File: config.mk
export PLATFORM = sky130hd
export DESIGN_NAME = bp_be_issue_queue_flat
export DESIGN_NICKNAME = d
export VERILOG_FILES = /design/src/rtl/bp_be_pkg.sv /design/src/rtl/bp_be_issue_queue_if.sv /design/src/rtl/bp_be_issue_predecode.sv /design/src/rtl/bp_be_issue_queue.sv /design/src/flat_wrapper.sv
export SDC_FILE = /design/constraint.sdc
export NUM_CORES = 1
export LEC_CHECK = 0
export CORE_ASPECT_RATIO = 1.4
export CORE_UTILIZATION = 35
export CTS_CLUSTER_DIAMETER = 50
export DETAILED_ROUTE_END_ITERATION = 16
export SKIP_LAST_GASP = 1
export SYNTH_ARGS = -nofsm -noshare
export SYNTH_HDL_FRONTEND = slang
export SYNTH_SLANG_ARGS = --single-unit
File: constraint.sdc
create_clock -name clk_i -period 32 [get_ports clk_i]
set_clock_uncertainty 0.2 [all_clocks]
set_input_delay 4.8 -clock clk_i [delete_from_list [all_inputs] [get_ports clk_i]]
set_output_delay 4.8 -clock clk_i [all_outputs]
set_load 0.005 [all_outputs]
File: src/rtl/bp_be_pkg.sv
// Backend package: configuration enum, payload widths, fetch/issue structs and
// the pre-decode layout shared by the issue queue and the hazard detector.
package bp_be_pkg;

  typedef enum logic [1:0] {
    e_bp_default_cfg = 2'd0,
    e_bp_unicore_cfg = 2'd1
  } bp_params_e;

  localparam int unsigned vaddr_width_gp           = 39;
  localparam int unsigned instr_width_gp           = 32;
  localparam int unsigned branch_metadata_width_gp = 16;
  localparam int unsigned reg_addr_width_gp        = 5;

  typedef struct packed {
    logic [vaddr_width_gp-1:0]           pc;
    logic [instr_width_gp-1:0]           instr;
    logic [branch_metadata_width_gp-1:0] branch_metadata;
  } bp_fe_queue_s;

  typedef struct packed {
    logic [reg_addr_width_gp-1:0] rs1_addr;
    logic [reg_addr_width_gp-1:0] rs2_addr;
    logic [reg_addr_width_gp-1:0] rs3_addr;
    logic [reg_addr_width_gp-1:0] rd_addr;
    logic irs1_v;
    logic irs2_v;
    logic frs1_v;
    logic frs2_v;
    logic frs3_v;
    logic iwb_v;
    logic fwb_v;
    logic mem_v;
    logic fence_v;
    logic csr_w_v;
    logic long_v;
  } bp_be_predecode_s;

  typedef struct packed {
    logic [vaddr_width_gp-1:0]           pc;
    logic [instr_width_gp-1:0]           instr;
    logic [branch_metadata_width_gp-1:0] branch_metadata;
    bp_be_predecode_s                    decode;
  } bp_be_issue_pkt_s;

  typedef struct packed {
    logic             v;
    bp_be_predecode_s decode;
  } bp_be_isd_status_s;

  localparam int unsigned fe_queue_width_gp   = $bits(bp_fe_queue_s);
  localparam int unsigned issue_pkt_width_gp  = $bits(bp_be_issue_pkt_s);
  localparam int unsigned isd_status_width_gp = $bits(bp_be_isd_status_s);

  // Detector must never see a stale entry's register use, so every flag is qualified.
  function automatic bp_be_isd_status_s gate_isd_status(input bp_be_predecode_s d, input logic v);
    bp_be_isd_status_s s;
    s.v              = v;
    s.decode         = d;
    s.decode.irs1_v  = d.irs1_v  & v;
    s.decode.irs2_v  = d.irs2_v  & v;
    s.decode.frs1_v  = d.frs1_v  & v;
    s.decode.frs2_v  = d.frs2_v  & v;
    s.decode.frs3_v  = d.frs3_v  & v;
    s.decode.iwb_v   = d.iwb_v   & v;
    s.decode.fwb_v   = d.fwb_v   & v;
    s.decode.mem_v   = d.mem_v   & v;
    s.decode.fence_v = d.fence_v & v;
    s.decode.csr_w_v = d.csr_w_v & v;
    s.decode.long_v  = d.long_v  & v;
    return s;
  endfunction

endpackage

File: src/rtl/bp_be_issue_queue_if.sv
// Fetch-queue enqueue, issue control and issue-side outputs of the backend issue queue.
interface bp_be_issue_queue_if;
  import bp_be_pkg::*;

  logic              fe_queue_v_i;
  bp_fe_queue_s      fe_queue_i;
  logic              fe_queue_ready_o;
  logic              deq_v_i;
  logic              roll_v_i;
  logic              inc_v_i;
  logic              clr_v_i;
  logic              issue_pkt_v_o;
  bp_be_issue_pkt_s  issue_pkt_o;
  bp_be_isd_status_s isd_status_o;

  modport master (
    output fe_queue_v_i, fe_queue_i, deq_v_i, roll_v_i, inc_v_i, clr_v_i,
    input  fe_queue_ready_o, issue_pkt_v_o, issue_pkt_o, isd_status_o
  );

  modport slave (
    input  fe_queue_v_i, fe_queue_i, deq_v_i, roll_v_i, inc_v_i, clr_v_i,
    output fe_queue_ready_o, issue_pkt_v_o, issue_pkt_o, isd_status_o
  );
endinterface

File: src/rtl/bp_be_issue_predecode.sv
// Combinational RV64GC pre-decode: register addresses, register-use and class flags.
module bp_be_issue_predecode
  import bp_be_pkg::*;
(
  input  logic [instr_width_gp-1:0] instr_i,
  output bp_be_predecode_s          decode_o
);

  logic [6:0] opcode;
  logic [2:0] funct3;
  logic [6:0] funct7;
  logic [4:0] funct5;

  assign opcode = instr_i[6:0];
  assign funct3 = instr_i[14:12];
  assign funct7 = instr_i[31:25];
  assign funct5 = instr_i[31:27];

  always_comb begin
    decode_o          = '0;
    decode_o.rs1_addr = instr_i[19:15];
    decode_o.rs2_addr = instr_i[24:20];
    decode_o.rs3_addr = instr_i[31:27];
    decode_o.rd_addr  = instr_i[11:7];
    case (opcode)
      7'b0110011, 7'b0111011: begin
        decode_o.irs1_v = 1'b1;
        decode_o.irs2_v = 1'b1;
        decode_o.iwb_v  = 1'b1;
        decode_o.long_v = (funct7 == 7'b0000001);
      end
      7'b0010011, 7'b0011011, 7'b1100111: begin
        decode_o.irs1_v = 1'b1;
        decode_o.iwb_v  = 1'b1;
      end
      7'b0110111, 7'b0010111, 7'b1101111: decode_o.iwb_v = 1'b1;
      7'b1100011: begin
        decode_o.irs1_v = 1'b1;
        decode_o.irs2_v = 1'b1;
      end
      7'b0000011, 7'b0101111: begin
        decode_o.irs1_v = 1'b1;
        decode_o.irs2_v = (opcode == 7'b0101111);
        decode_o.iwb_v  = 1'b1;
        decode_o.mem_v  = 1'b1;
      end
      7'b0100011: begin
        decode_o.irs1_v = 1'b1;
        decode_o.irs2_v = 1'b1;
        decode_o.mem_v  = 1'b1;
      end
      7'b0000111: begin
        decode_o.irs1_v = 1'b1;
        decode_o.fwb_v  = 1'b1;
        decode_o.mem_v  = 1'b1;
      end
      7'b0100111: begin
        decode_o.irs1_v = 1'b1;
        decode_o.frs2_v = 1'b1;
        decode_o.mem_v  = 1'b1;
      end
      7'b0001111: decode_o.fence_v = 1'b1;
      7'b1110011: begin
        // CSRRW/CSRRWI always write; set/clear forms write only with a nonzero source.
        decode_o.iwb_v   = (funct3 != 3'b000);
        decode_o.irs1_v  = (funct3 != 3'b000) && !funct3[2];
        decode_o.csr_w_v = (funct3 != 3'b000) && ((funct3[1:0] == 2'b01) || (instr_i[19:15] != 5'd0));
      end
      7'b1000011, 7'b1000111, 7'b1001011, 7'b1001111: begin
        decode_o.frs1_v = 1'b1;
        decode_o.frs2_v = 1'b1;
        decode_o.frs3_v = 1'b1;
        decode_o.fwb_v  = 1'b1;
        decode_o.long_v = 1'b1;
      end
      7'b1010011: begin
        case (funct5)
          5'b10100: begin
            decode_o.frs1_v = 1'b1;
            decode_o.frs2_v = 1'b1;
            decode_o.iwb_v  = 1'b1;
          end
          5'b11100, 5'b11000: begin
            decode_o.frs1_v = 1'b1;
            decode_o.iwb_v  = 1'b1;
          end
          5'b11010, 5'b11110: begin
            decode_o.irs1_v = 1'b1;
            decode_o.fwb_v  = 1'b1;
          end
          5'b01011, 5'b01000: begin
            decode_o.frs1_v = 1'b1;
            decode_o.fwb_v  = 1'b1;
            decode_o.long_v = (funct5 == 5'b01011);
          end
          default: begin
            decode_o.frs1_v = 1'b1;
            decode_o.frs2_v = 1'b1;
            decode_o.fwb_v  = 1'b1;
            decode_o.long_v = (funct5 == 5'b00011);
          end
        endcase
      end
      default: decode_o = decode_o;
    endcase
  end

endmodule

File: src/rtl/bp_be_issue_queue.sv
// Backend issue queue: circular buffer with speculative read pointer and commit
// pointer so issued-but-uncommitted instructions can be replayed.
module bp_be_issue_queue
  import bp_be_pkg::*;
#(
  parameter bp_params_e  bp_params_p = e_bp_default_cfg,
  parameter int unsigned els_p       = 8
) (
  input  logic             clk_i,
  input  logic             reset_i,
  bp_be_issue_queue_if.slave io
);

  localparam int unsigned idx_width_lp  = $clog2(els_p);
  localparam int unsigned ptr_width_lp  = idx_width_lp + 1;
  localparam bit          default_cfg_lp = (bp_params_p == e_bp_default_cfg);

  logic [ptr_width_lp-1:0] wptr_q, wptr_d;
  logic [ptr_width_lp-1:0] rptr_q, rptr_d;
  logic [ptr_width_lp-1:0] cptr_q, cptr_d;

  bp_be_issue_pkt_s mem_q [els_p];
  bp_be_issue_pkt_s enq_pkt;
  bp_be_predecode_s enq_decode;

  logic full, empty, ready, issue_v, enq, deq, inc;

  bp_be_issue_predecode predecode (
    .instr_i  (io.fe_queue_i.instr),
    .decode_o (enq_decode)
  );

  // Full is measured against the commit pointer: uncommitted entries stay resident for replay.
  assign full    = (wptr_q[idx_width_lp-1:0] == cptr_q[idx_width_lp-1:0])
                && (wptr_q[idx_width_lp] != cptr_q[idx_width_lp]);
  assign empty   = (rptr_q == wptr_q);
  assign ready   = !full && !io.clr_v_i && !io.roll_v_i;
  assign issue_v = !empty && !io.roll_v_i && !io.clr_v_i;
  assign enq     = io.fe_queue_v_i && ready;
  assign deq     = io.deq_v_i && issue_v;
  assign inc     = io.inc_v_i && (cptr_q != rptr_q);

  assign enq_pkt = '{pc:              io.fe_queue_i.pc,
                     instr:           io.fe_queue_i.instr,
                     branch_metadata: io.fe_queue_i.branch_metadata,
                     decode:          enq_decode};

  assign io.fe_queue_ready_o = ready;
  assign io.issue_pkt_v_o    = issue_v;
  assign io.issue_pkt_o      = mem_q[rptr_q[idx_width_lp-1:0]];
  assign io.isd_status_o     = gate_isd_status(io.issue_pkt_o.decode, issue_v);

  always_comb begin
    wptr_d = wptr_q;
    rptr_d = rptr_q;
    cptr_d = cptr_q;
    if (io.clr_v_i) begin
      wptr_d = '0;
      rptr_d = '0;
      cptr_d = '0;
    end else if (io.roll_v_i) begin
      rptr_d = cptr_q;
    end else begin
      if (enq) wptr_d = wptr_q + ptr_width_lp'(1);
      if (deq) rptr_d = rptr_q + ptr_width_lp'(1);
      if (inc) cptr_d = cptr_q + ptr_width_lp'(1);
    end
  end

  always_ff @(posedge clk_i) begin
    if (reset_i) begin
      wptr_q <= '0;
      rptr_q <= '0;
      cptr_q <= '0;
    end else begin
      wptr_q <= wptr_d;
      rptr_q <= rptr_d;
      cptr_q <= cptr_d;
    end
  end

  // Entry storage is deliberately unreset; the pointers alone define validity.
  always_ff @(posedge clk_i) begin
    if (enq && !reset_i) mem_q[wptr_q[idx_width_lp-1:0]] <= enq_pkt;
  end

  always_ff @(posedge clk_i) begin
    if (!reset_i) begin
      assert (default_cfg_lp)
        else $error("bp_be_issue_queue: unsupported bp_params_p");
      assert (!(io.deq_v_i && empty))
        else $error("bp_be_issue_queue: deq_v_i with no valid head entry");
      assert (!(io.inc_v_i && (cptr_q == rptr_q)))
        else $error("bp_be_issue_queue: inc_v_i with commit pointer at read pointer");
    end
  end

endmodule

File: src/flat_wrapper.sv
// flat-port wrapper written by rule: the top's interface ports become plain ports
module bp_be_issue_queue_flat import bp_be_pkg::*;
#(
  parameter bp_params_e  bp_params_p = e_bp_default_cfg,
  parameter int unsigned els_p       = 8
)
  (clk_i, reset_i, io_fe_queue_v_i, io_fe_queue_i, io_deq_v_i, io_roll_v_i, io_inc_v_i, io_clr_v_i, io_fe_queue_ready_o, io_issue_pkt_v_o, io_issue_pkt_o, io_isd_status_o);
  bp_be_issue_queue_if io_i ();
  input  logic clk_i;
  input  logic reset_i;
  input wire logic [$bits(io_i.fe_queue_v_i)-1:0] io_fe_queue_v_i;
  input wire logic [$bits(io_i.fe_queue_i)-1:0] io_fe_queue_i;
  input wire logic [$bits(io_i.deq_v_i)-1:0] io_deq_v_i;
  input wire logic [$bits(io_i.roll_v_i)-1:0] io_roll_v_i;
  input wire logic [$bits(io_i.inc_v_i)-1:0] io_inc_v_i;
  input wire logic [$bits(io_i.clr_v_i)-1:0] io_clr_v_i;
  output wire logic [$bits(io_i.fe_queue_ready_o)-1:0] io_fe_queue_ready_o;
  output wire logic [$bits(io_i.issue_pkt_v_o)-1:0] io_issue_pkt_v_o;
  output wire logic [$bits(io_i.issue_pkt_o)-1:0] io_issue_pkt_o;
  output wire logic [$bits(io_i.isd_status_o)-1:0] io_isd_status_o;
  assign io_i.fe_queue_v_i = io_fe_queue_v_i;
  assign io_i.fe_queue_i = io_fe_queue_i;
  assign io_i.deq_v_i = io_deq_v_i;
  assign io_i.roll_v_i = io_roll_v_i;
  assign io_i.inc_v_i = io_inc_v_i;
  assign io_i.clr_v_i = io_clr_v_i;
  assign io_fe_queue_ready_o = io_i.fe_queue_ready_o;
  assign io_issue_pkt_v_o = io_i.issue_pkt_v_o;
  assign io_issue_pkt_o = io_i.issue_pkt_o;
  assign io_isd_status_o = io_i.isd_status_o;
  bp_be_issue_queue #(.bp_params_p(bp_params_p), .els_p(els_p)) u_core (.clk_i(clk_i), .reset_i(reset_i), .io(io_i));
endmodule
==> report_table.html, run 1 <==
<table>
<tr><th>Metric</th><th>Value</th></tr>
<tr><th colspan="2">Status</th></tr>
<tr><td>Run status</td><td>finished with violations</td></tr>
<tr><td>Violations in the final reports</td><td>design-rule violations</td></tr>
<tr><th colspan="2">Yosys</th></tr>
<tr><td>Leading post-synthesis cells by cell area</td><td>sky130_fd_sc_hd__edfxtp_1 75%, sky130_fd_sc_hd__mux4_1 9.6%, sky130_fd_sc_hd__mux4_2 5.8%</td></tr>
<tr><td>Cell accounting for the most synthesized area</td><td>sky130_fd_sc_hd__edfxtp_1</td></tr>
<tr><td>Post-synthesis cell count</td><td>1,360</td></tr>
<tr><td>Number of synthesized register bits</td><td>799</td></tr>
<tr><td>Number of distinct library cells after synthesis</td><td>54</td></tr>
<tr><td>Synth top area share</td><td>74.5%</td></tr>
<tr><td>Mean area per synthesized cell</td><td>23.2 sq um</td></tr>
<tr><td>Area of the mapped netlist</td><td>0.0316 sq mm</td></tr>
<tr><td>Post-synth EDFFs</td><td>784</td></tr>
<tr><td>Most used DFF post-synth</td><td>sky130_fd_sc_hd__edfxtp_1</td></tr>
<tr><td>Sequential share of the synthesized area</td><td>75.5%</td></tr>
<tr><td>Async S/R FF share, synth</td><td>0%</td></tr>
<tr><td>Net Count, Synth</td><td>1,457</td></tr>
<tr><td>Warnings from Yosys</td><td>0</td></tr>
<tr><th colspan="2">Final layout</th></tr>
<tr><td>Ratio of cells with drive above 1 in the final layout</td><td>20.2%</td></tr>
<tr><td>Layout area overhead</td><td>19.5%</td></tr>
<tr><td>Most common library cell in the layout ignoring fill and taps</td><td>sky130_fd_sc_hd__edfxtp_1</td></tr>
<tr><td>Highest-count cells in the layout ignoring fill and taps</td><td>784 x sky130_fd_sc_hd__edfxtp_1, 245 x sky130_fd_sc_hd__clkdlybuf4s50_1, 115 x sky130_fd_sc_hd__mux4_1</td></tr>
<tr><td>Number of nets at the end of the flow</td><td>1,702</td></tr>
<tr><td>Final Core Density</td><td>42.1%</td></tr>
<tr><td>Fillcell total</td><td>7,704</td></tr>
<tr><th colspan="2">Timing</th></tr>
<tr><td>Maximum frequency from static timing analysis</td><td>84.8 MHz</td></tr>
<tr><td>Hold Slack</td><td>0.354 ns</td></tr>
<tr><td>Tightest slew margin relative to the limit</td><td>27.8%</td></tr>
<tr><td>Max Transition Viols Final</td><td>0</td></tr>
<tr><td>Setup total negative slack</td><td>0 ns</td></tr>
<tr><td>Setup-failing EPs final</td><td>0</td></tr>
<tr><td>Setup repair after global routing missed its margin</td><td>false</td></tr>
<tr><td>Shortest clock period the worst path allows after layout</td><td>11.79 ns</td></tr>
<tr><td>Portion of the clock cycle consumed by the worst path in the final layout</td><td>36.8%</td></tr>
<tr><td>Worst-case setup margin in the final layout</td><td>20.21 ns</td></tr>
<tr><td>Transition time of the tightest slew-check pin</td><td>1.08 ns</td></tr>
<tr><td>Count of endpoints failing hold in the final timing report</td><td>0</td></tr>
<tr><th colspan="2">Clock tree</th></tr>
<tr><td>Later-pin clock latency in the skew report</td><td>0.63 ns</td></tr>
<tr><td>Number of buffers created by CTS</td><td>84</td></tr>
<tr><td>Clk sinks</td><td>799</td></tr>
<tr><td>Max H-tree Level</td><td>3</td></tr>
<tr><td>Clock tree from TritonCTS</td><td>built</td></tr>
<tr><td>Number of hold buffers added after cts</td><td>0</td></tr>
<tr><td>Total of cells resized after clock tree synthesis</td><td>0</td></tr>
<tr><td>Maximum buffer depth of the clock tree</td><td>3</td></tr>
<tr><td>CTS clock-pin slew for the worst setup and hold paths</td><td>0.06 ns</td></tr>
<tr><td>Root Buffer</td><td>sky130_fd_sc_hd__clkbuf_16</td></tr>
<tr><td>Number of buffers inserted to repair setup after CTS</td><td>0</td></tr>
<tr><th colspan="2">Die</th></tr>
<tr><td>Cell Rows</td><td>130</td></tr>
<tr><td>Num ports</td><td>246</td></tr>
<tr><td>Effective utilization at floorplan</td><td>35.2%</td></tr>
<tr><td>Overall die area</td><td>0.0915 sq mm</td></tr>
<tr><td>Core area</td><td>0.0896 sq mm</td></tr>
<tr><td>Die Width</td><td>256 microns</td></tr>
<tr><td>Vert. Die Dim</td><td>357 microns</td></tr>
<tr><th colspan="2">Detailed routing</th></tr>
<tr><td>Antenna violation net count after detailed routing</td><td>0</td></tr>
<tr><td>Mean routed wirelength per cell</td><td>24.0 microns</td></tr>
<tr><td>Overall via count from detail_route</td><td>14,377</td></tr>
<tr><td>Iteration-0 DRC Markers</td><td>756</td></tr>
<tr><td>Detailed-route DRC error count</td><td>2</td></tr>
<tr><td>Number of iterations in the first detailed-routing pass</td><td>10</td></tr>
<tr><td>Via density</td><td>5.03</td></tr>
<tr><td>Final routed wirelength across all metal layers</td><td>68.5 mm</td></tr>
<tr><th colspan="2">Pwr</th></tr>
<tr><td>Power per unit of standard cell area</td><td>58.4 mW/mm^2</td></tr>
<tr><td>Highest ir drop seen on vdd</td><td>0.0000422 V</td></tr>
<tr><td>Leakage power</td><td>11.8 nW</td></tr>
<tr><td>Power after layout</td><td>2.20 mW</td></tr>
<tr><th colspan="2">Critical path</th></tr>
<tr><td>Sort of element at the end of the critical path</td><td>output pin</td></tr>
<tr><td>Launching instance or port of the critical path</td><td>io_roll_v_i</td></tr>
<tr><td>Data required time of the critical path</td><td>27.00 ns</td></tr>
<tr><td>Worst setup path class</td><td>in2out</td></tr>
<tr><td>WP data arrival</td><td>6.79 ns</td></tr>
<tr><td>Maximum net fanout on the critical path</td><td>12</td></tr>
<tr><td>Worst Reg-to-Reg Cells</td><td>7</td></tr>
<tr><td>Worst reg2reg startpoint</td><td>u_core.wptr_q[0]</td></tr>
<tr><td>Startpoint class of the critical path</td><td>primary input</td></tr>
<tr><th colspan="2">Placed design</th></tr>
<tr><td>Sum of net half-perimeters after detailed placement</td><td>35.2 mm</td></tr>
<tr><td>Place WS</td><td>20.14 ns</td></tr>
<tr><td>Number of input and output port buffers inserted</td><td>245</td></tr>
<tr><td>Final RePlAce weighted congestion</td><td>0.743</td></tr>
<tr><th colspan="2">GRT</th></tr>
<tr><td>Number of global-route vias before repair</td><td>15,453</td></tr>
<tr><td>First-pass GRT wire length</td><td>101 mm</td></tr>
<tr><td>Overall routing resource usage</td><td>15.1%</td></tr>
<tr><td>Number of antenna violations at the first check in global routing</td><td>2</td></tr>
<tr><td>GRT overflow</td><td>0</td></tr>
<tr><td>Maximum number of pins on one net before global-route repair</td><td>99</td></tr>
<tr><th colspan="2">Hold path</th></tr>
<tr><td>Worst Min Path Start</td><td>u_core.cptr_q[3]</td></tr>
<tr><td>Cell count of the worst hold path</td><td>2</td></tr>
<tr><td>Class of the tightest hold or removal check</td><td>reg2reg</td></tr>
<tr><th colspan="2">Job</th></tr>
<tr><td>Reported max-cap violation count</td><td>0</td></tr>
</table>
==> layout make-up <==
type | count | area, sq um | area share (%)
diodes | 2 | 5.00 | 0.0133
well taps | 1188 | 1490 | 3.94
clock buffers | 102 | 2230 | 5.92
flip-flops and latches | 799 | 23900 | 63.2
inverters | 7 | 26.3 | 0.0696
multi-input cells | 446 | 6990 | 18.5
repair buffers | 267 | 2670 | 7.07
clock inverters | 48 | 483 | 1.28
==> state kept, by name, summed over array words and instances (netlist names), named ones only <==
register / flops
u_core.cptr_q: 4
u_core.wptr_q: 4
u_core.mem_q: 784
u_core.rptr_q: 4
==> worst paths after layout <==
kind / end / slack, ns
max: io_isd_status_o[4] / 20.21
max reg2reg: u_core.mem_q[1][106] / 28.01
min: u_core.cptr_q[3] / 0.35
min reg2reg: u_core.cptr_q[3] / 0.35
==> metrics by stage <==
| stage | instance area (sq um) | std cells |
|---|---|---|
| finish | 37800 | 2859 |
| global route | 37700 | 2858 |
| CTS | 37700 | 2857 |
| detailed placement | 35000 | 2707 |
| global placement | 35000 | 2707 |
| floorplan | 31600 | 1360 |
==> cells in the mapped netlist, types with 11 or more instances <==
cell type,instances
sky130_fd_sc_hd__edfxtp_1,784
sky130_fd_sc_hd__mux4_1,115
sky130_fd_sc_hd__mux2_2,90
sky130_fd_sc_hd__mux4_2,81
sky130_fd_sc_hd__buf_4,41
sky130_fd_sc_hd__nor2_1,21
sky130_fd_sc_hd__clkbuf_1,20
sky130_fd_sc_hd__buf_6,19
sky130_fd_sc_hd__dfxtp_1,15
sky130_fd_sc_hd__and3_1,14
sky130_fd_sc_hd__buf_1,13
sky130_fd_sc_hd__buf_2,11
sky130_fd_sc_hd__xnor2_1,11
==> cells by family (layout without fill, tap and decap cells) <==
| kind of cell | Yosys count | count (layout) | share of synthesized area, % |
|---|---|---|---|
| AO/OA/AOI/OAI | 43 | 43 | 0.915 |
| adder cells (fa/ha/maj) | 3 | 3 | 0.119 |
| AND/OR/NAND/NOR | 88 | 88 | 1.52 |
| XOR/XNOR | 15 | 15 | 0.416 |
| buffers and inverters | 115 | 424 | 2.52 |
| flip-flops | 799 | 799 | 75.5 |
| multiplexers | 297 | 297 | 19.0 |
| other | 0 | 2 | 0 |
==> critical path: stages <==
cell and delay, ns:
sky130_fd_sc_hd__clkdlybuf4s50_1 0.52, sky130_fd_sc_hd__nor2_1 0.69, sky130_fd_sc_hd__and3_1 0.27, sky130_fd_sc_hd__clkdlybuf4s50_1 0.52
==> power breakdown <==
group	leakage (nW)	switching (mW)	internal, mW
sequential	7.19	0.00193	1.15
combinational	3.24	0.0435	0.0521
clock	1.33	0.399	0.558
==> per-layer routing <==
layer  wire, microns  GRT usage [%]
met3            2950           2.66
met2           36800           27.6
met1           27300           17.8
met5              11              0
met4            1540           5.29
No activity file was read; power rests on OpenSTA's default activity.
==> run 2, diff against run 1 <==
- clock period: 32 -> 9.8 ns (I/O delays scaled with it)
==> run 2 against run 1 <==
  * Non-clock buffer count is the same
  * Register-to-register slack lost 22 ns
  * Sequential cell count unchanged
  * Largest cell class unchanged
  * The run still ends with design-rule violations left
  * Hold slack got worse by 0.0038 ns
  * Largest power group unchanged
==> report_table.html, run 2 (synthesized netlist as in run 1, its figures left out) <==
<table>
<tr><th>Metric</th><th>Value</th></tr>
<tr><th colspan="2">Hold path</th></tr>
<tr><td>Cell count of the worst hold path</td><td>2 (unchanged)</td></tr>
<tr><td>Endpoint, Worst Hold</td><td>u_core.cptr_q[3]</td></tr>
<tr><td>Worst Min Path Start</td><td>u_core.cptr_q[3]</td></tr>
<tr><td>Class of the tightest hold or removal check</td><td>reg2reg</td></tr>
<tr><th colspan="2">Die</th></tr>
<tr><td>Num ports</td><td>246 (unchanged)</td></tr>
<tr><td>Overall die area</td><td>0.0915 sq mm (unchanged)</td></tr>
<tr><td>Die Width</td><td>256 microns (unchanged)</td></tr>
<tr><td>Effective utilization at floorplan</td><td>35.2% (unchanged)</td></tr>
<tr><td>Vert. Die Dim</td><td>357 microns (unchanged)</td></tr>
<tr><td>Core area</td><td>0.0896 sq mm (unchanged)</td></tr>
<tr><td>Cell Rows</td><td>130 (unchanged)</td></tr>
<tr><th colspan="2">Final layout</th></tr>
<tr><td>Seq. cell area</td><td>0.0239 sq mm (unchanged)</td></tr>
<tr><td>Layout area overhead</td><td>19.5% (about the same)</td></tr>
<tr><td>Flip-flop count of the largest register, all copies and words added</td><td>784 (unchanged)</td></tr>
<tr><td>Fillcell total</td><td>7,677 (-0.35%)</td></tr>
<tr><td>Most common library cell in the layout ignoring fill and taps</td><td>sky130_fd_sc_hd__edfxtp_1</td></tr>
<tr><td>Highest-count cells in the layout ignoring fill and taps</td><td>784 x sky130_fd_sc_hd__edfxtp_1, 245 x sky130_fd_sc_hd__clkdlybuf4s50_1, 115 x sky130_fd_sc_hd__mux4_1</td></tr>
<tr><td>Fin cells</td><td>2,859 (unchanged)</td></tr>
<tr><td>Ratio of cells with drive above 1 in the final layout</td><td>20.4% (+0.17 points)</td></tr>
<tr><td>Number of nets at the end of the flow</td><td>1,700 (-0.12%)</td></tr>
<tr><td>Multi-input logic area</td><td>0.00700 sq mm (about the same)</td></tr>
<tr><th colspan="2">Timing</th></tr>
<tr><td>Transition time of the tightest slew-check pin</td><td>1.13 ns (+0.0485 ns)</td></tr>
<tr><td>Setup total negative slack</td><td>0 ns (unchanged)</td></tr>
<tr><td>Tightest slew margin relative to the limit</td><td>24.5% (-3.2 points)</td></tr>
<tr><td>Setup repair after global routing missed its margin</td><td>false</td></tr>
<tr><td>Portion of the clock cycle consumed by the worst path in the final layout</td><td>58.5%</td></tr>
<tr><td>Count of endpoints failing hold in the final timing report</td><td>0 (unchanged)</td></tr>
<tr><td>Setup-failing EPs final</td><td>0 (unchanged)</td></tr>
<tr><td>Shortest clock period the worst path allows after layout</td><td>5.74 ns</td></tr>
<tr><td>Max Transition Viols Final</td><td>0 (unchanged)</td></tr>
<tr><td>Maximum frequency from static timing analysis</td><td>174 MHz</td></tr>
<tr><th colspan="2">GRT</th></tr>
<tr><td>Number of antenna violations at the first check in global routing</td><td>5 (+3)</td></tr>
<tr><td>GRT overflow</td><td>0 (unchanged)</td></tr>
<tr><td>Number of global-route vias before repair</td><td>15,455 (+0.013%)</td></tr>
<tr><td>Overall routing resource usage</td><td>15.0% (-0.12 points)</td></tr>
<tr><td>First-pass GRT wire length</td><td>101 mm (-0.35%)</td></tr>
<tr><td>Maximum number of pins on one net before global-route repair</td><td>120 (+21%)</td></tr>
<tr><th colspan="2">Critical path</th></tr>
<tr><td>Startpoint class of the critical path</td><td>register</td></tr>
<tr><td>WP data arrival</td><td>4.07 ns (-2.72 ns)</td></tr>
<tr><td>Data required time of the critical path</td><td>8.13 ns (-18.87 ns)</td></tr>
<tr><td>Worst setup path class</td><td>reg2out</td></tr>
<tr><td>Worst Reg-to-Reg Cells</td><td>7 (unchanged)</td></tr>
<tr><td>Worst reg2reg startpoint</td><td>u_core.wptr_q[0]</td></tr>
<tr><td>Maximum net fanout on the critical path</td><td>53 (+41)</td></tr>
<tr><td>R2R Path End</td><td>u_core.mem_q[1][114]</td></tr>
<tr><td>Sort of element at the end of the critical path</td><td>output pin</td></tr>
<tr><td>Reg-to-reg slack, setup</td><td>5.93 ns (-22.08 ns)</td></tr>
<tr><th colspan="2">Clock tree</th></tr>
<tr><td>Total of cells resized after clock tree synthesis</td><td>0 (unchanged)</td></tr>
<tr><td>Number of hold buffers added after cts</td><td>0 (unchanged)</td></tr>
<tr><td>Number of buffers created by CTS</td><td>82 (-2.4%)</td></tr>
<tr><td>Root Buffer</td><td>sky130_fd_sc_hd__clkbuf_16</td></tr>
<tr><td>Clk sinks</td><td>799 (unchanged)</td></tr>
<tr><td>Number of buffers inserted to repair setup after CTS</td><td>0 (unchanged)</td></tr>
<tr><td>CTS clock-pin slew for the worst setup and hold paths</td><td>0.06 ns (about the same)</td></tr>
<tr><td>Clock tree from TritonCTS</td><td>built</td></tr>
<tr><td>Max H-tree Level</td><td>3 (unchanged)</td></tr>
<tr><td>Maximum buffer depth of the clock tree</td><td>3 (unchanged)</td></tr>
<tr><td>Later-pin clock latency in the skew report</td><td>0.61 ns (-0.02 ns)</td></tr>
<tr><th colspan="2">Pwr</th></tr>
<tr><td>Leakage power</td><td>11.8 nW (about the same)</td></tr>
<tr><td>Power per unit of standard cell area</td><td>191 mW/mm^2 (+230%)</td></tr>
<tr><td>Highest ir drop seen on vdd</td><td>0.000141 V (+230%)</td></tr>
<tr><th colspan="2">Detailed routing</th></tr>
<tr><td>Mean routed wirelength per cell</td><td>24.0 microns (about the same)</td></tr>
<tr><td>Final routed wirelength across all metal layers</td><td>68.6 mm (about the same)</td></tr>
<tr><td>Number of iterations in the first detailed-routing pass</td><td>11 (+1)</td></tr>
<tr><td>Antenna violation net count after detailed routing</td><td>0 (unchanged)</td></tr>
<tr><td>Overall via count from detail_route</td><td>14,335 (-0.29%)</td></tr>
<tr><td>Via density</td><td>5.01 (-0.29%)</td></tr>
<tr><td>Detailed-route DRC error count</td><td>2 (unchanged)</td></tr>
<tr><td>Iteration-0 DRC Markers</td><td>898 (+19%)</td></tr>
<tr><th colspan="2">Placed design</th></tr>
<tr><td>Sum of net half-perimeters after detailed placement</td><td>37.6 mm (+6.8%)</td></tr>
<tr><td>Number of input and output port buffers inserted</td><td>245 (unchanged)</td></tr>
<tr><td>Placed instance count</td><td>2,707 (unchanged)</td></tr>
<tr><td>Final RePlAce weighted congestion</td><td>0.738 (-0.69%)</td></tr>
<tr><th colspan="2">Job</th></tr>
<tr><td>Reported max-cap violation count</td><td>0 (unchanged)</td></tr>
<tr><th colspan="2">Status</th></tr>
<tr><td>Run status</td><td>finished with violations</td></tr>
<tr><td>Violations in the final reports</td><td>design-rule violations</td></tr>
</table>
-- run 2: cell types whose count changed in the layout (fill, tap and decap cells not counted), moves of 2 or more --
cell	previous run	this run
sky130_fd_sc_hd__clkinvlp_4	2	4
sky130_fd_sc_hd__inv_16	2	0
sky130_fd_sc_hd__clkbuf_16	87	83
sky130_fd_sc_hd__buf_4	18	20
sky130_fd_sc_hd__buf_12	4	2
sky130_fd_sc_hd__inv_8	1	6
sky130_fd_sc_hd__clkbuf_1	15	13
sky130_fd_sc_hd__bufinv_16	7	10
-- run 2: worst max path at each step --
stage / from / to
after floorplan: io_roll_v_i / u_core.mem_q[4][0]
after global placement: io_roll_v_i / u_core.mem_q[1][39]
after detailed placement: io_roll_v_i / u_core.mem_q[1][39]
after CTS: register / io_issue_pkt_o[112]
after global routing: register / io_issue_pkt_o[59]
final: register / io_issue_pkt_o[112]
-- run 2: cell type report --
cell class                 count  share of cell area (%)
timing repair buffer         267                    7.00
antenna                        1                 0.00663
inverter                       7                  0.0696
clock buffer                  96                    5.63
multi-input combinational    446                    18.5
sequential                   799                    63.2
clock inverter                55                    1.61
tap                         1188                    3.94
-- run 2: power breakdown --
part           total, mW  switching (mW)  internal [mW]
Sequential          3.77          0.0107           3.76
Clock               3.14            1.30           1.84
Combinational      0.313           0.143          0.170
Total               7.22            1.46           5.77
-- run 2: through the flow --
step	hold slack (ns)	instance area [sq um]	utilization (%)	setup WS, ns	total power, mW
final	0.350	37700	42.1	4.06	7.22
after detailed placement	0.348	35000	39.1	4.29	4.16
after global placement	0.325	35000	39.1	4.20	4.15
after global routing	0.381	37700	42.1	3.81	7.46
after floorplan	0.290	31600	-	-2.42	3.99
after CTS	0.357	37700	42.1	3.86	7.32
-- run 2: critical path, cell delays in order, from the launching register on --
cell                              delay [ns]
sky130_fd_sc_hd__dfxtp_4                0.82
sky130_fd_sc_hd__buf_4                  0.58
sky130_fd_sc_hd__buf_4                  0.72
sky130_fd_sc_hd__mux4_1                 0.42
sky130_fd_sc_hd__mux2_2                 0.35
sky130_fd_sc_hd__clkdlybuf4s50_1        0.48
-- run 2: routing by layer --
| layer | vias up | GRT usage [%] | share of wire [%] | wire, microns |
|---|---|---|---|---|
| met5 | - | 0 | 0.071 | 49 |
| met4 | 8 | 4.38 | 1.9 | 1320 |
| met2 | 337 | 27.5 | 53 | 36500 |
| met1 | 7587 | 17.8 | 41 | 27900 |
| met3 | 103 | 2.89 | 4.1 | 2800 |
| li1 | 6300 | - | - | - |
==> run 3, diff against run 2 <==
- clock period: 9.8 -> 4.65 ns (I/O delays scaled with it)
==> run 3 against run 2 <==
  * Critical endpoint is now io_issue_pkt_o[33]
  * Non-clock buffer count rose by 19
  * The flow now finishes without violations
  * Final cell count rose by 0.31%
  * Routed wire length fell by 1.2%
  * Die area did not move
  * Global-route usage fell by 0.076 points
  * Sequential power rose by 110%
  * Total power rose by 110%
  * Hold slack got worse by 0.0024 ns
  * Sequential cell count did not move
  * Via count barely moved
  * Clock-buffer cell count did not move
  * Largest cell class unchanged
  * Sequential share of layout area fell by 0.42 points
==> report_table.html, run 3 (synthesized netlist as in run 1, its figures left out) <==
<table>
<tr><th>Metric</th><th>Value</th></tr>
<tr><th colspan="2">Detailed routing</th></tr>
<tr><td>Number of iterations in the first detailed-routing pass</td><td>5 (-6)</td></tr>
<tr><td>Antenna violation net count after detailed routing</td><td>0 (unchanged)</td></tr>
<tr><td>Via density</td><td>5.00 (-0.36%)</td></tr>
<tr><td>Mean routed wirelength per cell</td><td>23.6 microns (-1.6%)</td></tr>
<tr><td>Overall via count from detail_route</td><td>14,328 (-0.049%)</td></tr>
<tr><td>Detailed-route DRC error count</td><td>0 (-2)</td></tr>
<tr><td>Iteration-0 DRC Markers</td><td>945 (+5.2%)</td></tr>
<tr><td>Final routed wirelength across all metal layers</td><td>67.7 mm (-1.2%)</td></tr>
<tr><th colspan="2">Die</th></tr>
<tr><td>Die Width</td><td>256 microns (unchanged)</td></tr>
<tr><td>Effective utilization at floorplan</td><td>35.2% (unchanged)</td></tr>
<tr><td>Num ports</td><td>246 (unchanged)</td></tr>
<tr><td>Overall die area</td><td>0.0915 sq mm (unchanged)</td></tr>
<tr><td>Cell Rows</td><td>130 (unchanged)</td></tr>
<tr><td>Vert. Die Dim</td><td>357 microns (unchanged)</td></tr>
<tr><td>Core area</td><td>0.0896 sq mm (unchanged)</td></tr>
<tr><th colspan="2">Clock tree</th></tr>
<tr><td>CTS clock-pin slew for the worst setup and hold paths</td><td>0.06 ns (about the same)</td></tr>
<tr><td>Total of cells resized after clock tree synthesis</td><td>0 (unchanged)</td></tr>
<tr><td>Number of hold buffers added after cts</td><td>0 (unchanged)</td></tr>
<tr><td>Max H-tree Level</td><td>3 (unchanged)</td></tr>
<tr><td>Clk sinks</td><td>799 (unchanged)</td></tr>
<tr><td>Later-pin clock latency in the skew report</td><td>0.63 ns (+0.02 ns)</td></tr>
<tr><td>Number of buffers inserted to repair setup after CTS</td><td>0 (unchanged)</td></tr>
<tr><td>Number of buffers created by CTS</td><td>80 (-2.4%)</td></tr>
<tr><td>Root Buffer</td><td>sky130_fd_sc_hd__clkbuf_16</td></tr>
<tr><td>Clock tree from TritonCTS</td><td>built</td></tr>
<tr><td>Maximum buffer depth of the clock tree</td><td>3 (unchanged)</td></tr>
<tr><th colspan="2">Final layout</th></tr>
<tr><td>Most common library cell in the layout ignoring fill and taps</td><td>sky130_fd_sc_hd__edfxtp_1</td></tr>
<tr><td>Seq. cell area</td><td>0.0239 sq mm (unchanged)</td></tr>
<tr><td>Fillcell total</td><td>7,666 (-0.14%)</td></tr>
<tr><td>Highest-count cells in the layout ignoring fill and taps</td><td>784 x sky130_fd_sc_hd__edfxtp_1, 245 x sky130_fd_sc_hd__clkdlybuf4s50_1, 115 x sky130_fd_sc_hd__mux4_1</td></tr>
<tr><td>Layout area overhead</td><td>20.3%</td></tr>
<tr><td>Multi-input logic area</td><td>0.00704 sq mm (+0.54%)</td></tr>
<tr><td>Flip-flop count of the largest register, all copies and words added</td><td>784 (unchanged)</td></tr>
<tr><td>Diodes inserted</td><td>0 (-1)</td></tr>
<tr><td>Ratio of cells with drive above 1 in the final layout</td><td>21.0% (+0.65 points)</td></tr>
<tr><td>Fin cells</td><td>2,868 (+0.31%)</td></tr>
<tr><td>Final Core Density</td><td>42.4% (+0.28 points)</td></tr>
<tr><td>Post-Layout Inst Area</td><td>0.0380 sq mm (+0.67%)</td></tr>
<tr><td>Number of nets at the end of the flow</td><td>1,717 (+1.0%)</td></tr>
<tr><th colspan="2">Placed design</th></tr>
<tr><td>Number of input and output port buffers inserted</td><td>245 (unchanged)</td></tr>
<tr><td>DP Area</td><td>0.0355 sq mm (+1.4%)</td></tr>
<tr><td>Sum of net half-perimeters after detailed placement</td><td>38.4 mm (+2.0%)</td></tr>
<tr><td>Place WS</td><td>0.959 ns (-3.33 ns)</td></tr>
<tr><td>Placed instance count</td><td>2,726 (+0.70%)</td></tr>
<tr><td>Final RePlAce weighted congestion</td><td>0.732 (-0.89%)</td></tr>
<tr><th colspan="2">Critical path</th></tr>
<tr><td>Ordered list of cells on the worst path</td><td>buf_12 &gt; buf_12 &gt; mux4_1 &gt; mux2_2 &gt; clkdlybuf4s50_1</td></tr>
<tr><td>Sum of buffers and inverters on the critical path</td><td>3 (unchanged)</td></tr>
<tr><td>Maximum net fanout on the critical path</td><td>31 (-42%)</td></tr>
<tr><td>Reg-to-reg slack, setup</td><td>1.41 ns (-4.52 ns)</td></tr>
<tr><td>Longest individual stage delay on the worst path</td><td>0.57 ns (-0.25 ns)</td></tr>
<tr><td>WP data arrival</td><td>3.11 ns (-0.96 ns)</td></tr>
<tr><td>Slowest stage cell, crit path</td><td>sky130_fd_sc_hd__mux4_1</td></tr>
<tr><td>Worst reg2reg startpoint</td><td>u_core.wptr_q[2]</td></tr>
<tr><td>Worst Reg-to-Reg Cells</td><td>5 (-2)</td></tr>
<tr><td>Most common cell type on the critical path</td><td>sky130_fd_sc_hd__buf_12</td></tr>
<tr><td>Sort of element at the end of the critical path</td><td>output pin</td></tr>
<tr><td>R2R Path End</td><td>u_core.mem_q[2][115]</td></tr>
<tr><td>Data required time of the critical path</td><td>3.75 ns (-4.38 ns)</td></tr>
<tr><td>Worst setup path class</td><td>reg2out</td></tr>
<tr><td>Startpoint class of the critical path</td><td>register</td></tr>
<tr><td>Cell family with the largest share of critical-path delay</td><td>buffers and inverters</td></tr>
<tr><th colspan="2">Pwr</th></tr>
<tr><td>Highest ir drop seen on vdd</td><td>0.000217 V (+54%)</td></tr>
<tr><td>Leakage power</td><td>11.8 nW (+0.54%)</td></tr>
<tr><td>Power per unit of standard cell area</td><td>390 mW/mm^2 (+100%)</td></tr>
<tr><th colspan="2">Status</th></tr>
<tr><td>Run status</td><td>completed</td></tr>
<tr><th colspan="2">Hold path</th></tr>
<tr><td>Cell count of the worst hold path</td><td>2 (unchanged)</td></tr>
<tr><td>Worst Min Path Start</td><td>u_core.wptr_q[3]</td></tr>
<tr><td>Class of the tightest hold or removal check</td><td>reg2reg</td></tr>
<tr><td>Endpoint, Worst Hold</td><td>u_core.wptr_q[3]</td></tr>
<tr><th colspan="2">Timing</th></tr>
<tr><td>Portion of the clock cycle consumed by the worst path in the final layout</td><td>86.2%</td></tr>
<tr><td>Max Transition Viols Final</td><td>0 (unchanged)</td></tr>
<tr><td>Tightest slew margin relative to the limit</td><td>19.1% (-5.4 points)</td></tr>
<tr><td>Setup-failing EPs final</td><td>0 (unchanged)</td></tr>
<tr><td>Shortest clock period the worst path allows after layout</td><td>4.01 ns</td></tr>
<tr><td>Transition time of the tightest slew-check pin</td><td>1.20 ns (+0.0686 ns)</td></tr>
<tr><td>Hold Slack</td><td>0.347 ns (-0.00237 ns)</td></tr>
<tr><td>Count of endpoints failing hold in the final timing report</td><td>0 (unchanged)</td></tr>
<tr><td>Worst-case setup margin in the final layout</td><td>0.640 ns (-3.42 ns)</td></tr>
<tr><td>Setup repair after global routing missed its margin</td><td>false</td></tr>
<tr><td>Maximum frequency from static timing analysis</td><td>249 MHz</td></tr>
<tr><th colspan="2">GRT</th></tr>
<tr><td>GRT overflow</td><td>0 (unchanged)</td></tr>
<tr><td>First-pass GRT wire length</td><td>101 mm (+0.15%)</td></tr>
<tr><td>Overall routing resource usage</td><td>14.9% (-0.076 points)</td></tr>
<tr><td>Number of global-route vias before repair</td><td>15,512 (+0.37%)</td></tr>
<tr><td>Maximum number of pins on one net before global-route repair</td><td>87 (-28%)</td></tr>
<tr><td>Number of antenna violations at the first check in global routing</td><td>4 (-1)</td></tr>
<tr><th colspan="2">Job</th></tr>
<tr><td>Reported max-cap violation count</td><td>0 (unchanged)</td></tr>
</table>
[run 3: changes by cell type in the layout (fill, tap and decap cells not counted), sizes merged]
cell,before,now
diode,1,0
inv,18,13
bufinv,10,5
buf,22,41
clkinv,30,31
[run 3: report_power, final]
group	internal, mW	switching [mW]
Clock	3.55	2.65
Combinational	0.370	0.308
Sequential	7.92	0.0154
Total	11.8	2.97
[run 3: worst max-delay path by stage]
stage / start / endpoint / slack, ns / cells past startpoint
floorplan: io_roll_v_i / u_core.mem_q[3][0] / -0.91 / 3
global placement: io_roll_v_i / u_core.mem_q[1][112] / 1.0 / 6
detailed placement: io_roll_v_i / u_core.mem_q[1][108] / 0.96 / 6
CTS: register / io_issue_pkt_o[34] / 0.52 / 5
global route: register / io_isd_status_o[14] / 0.45 / 5
finish: register / io_issue_pkt_o[33] / 0.64 / 5
[run 3: worst min-delay path, cell delays in order (launching register included)]
cell,delay (ns)
sky130_fd_sc_hd__dfxtp_1,0.35
sky130_fd_sc_hd__o21ai_0,0.09
sky130_fd_sc_hd__a21oi_1,0.06
[run 3: metrics by stage]
step	power (mW)	TNS, ns
5_1_grt	15.3	0
6_report	14.8	0
3_3_place_gp	8.76	0
4_1_cts	15.0	0
3_5_place_dp	8.78	0
2_1_floorplan	8.40	-150.69
[run 3: layout make-up]
class                   instances  area share [%]
clock buffers                  96            5.59
clock inverters                46            1.04
inverters                       7          0.0691
multi-input cells             446            18.5
flip-flops and latches        799            62.8
well taps                    1188            3.91
repair buffers                286            8.09
[run 3: routing by layer]
metal / track usage [%] / wire length [microns] / vias up
li1: - / - / 6318
met2: 27.0 / 36100 / 313
met1: 18.2 / 27900 / 7603
met4: 4.28 / 1210 / 6
met5: 0 / 34 / -
met3: 2.59 / 2480 / 88
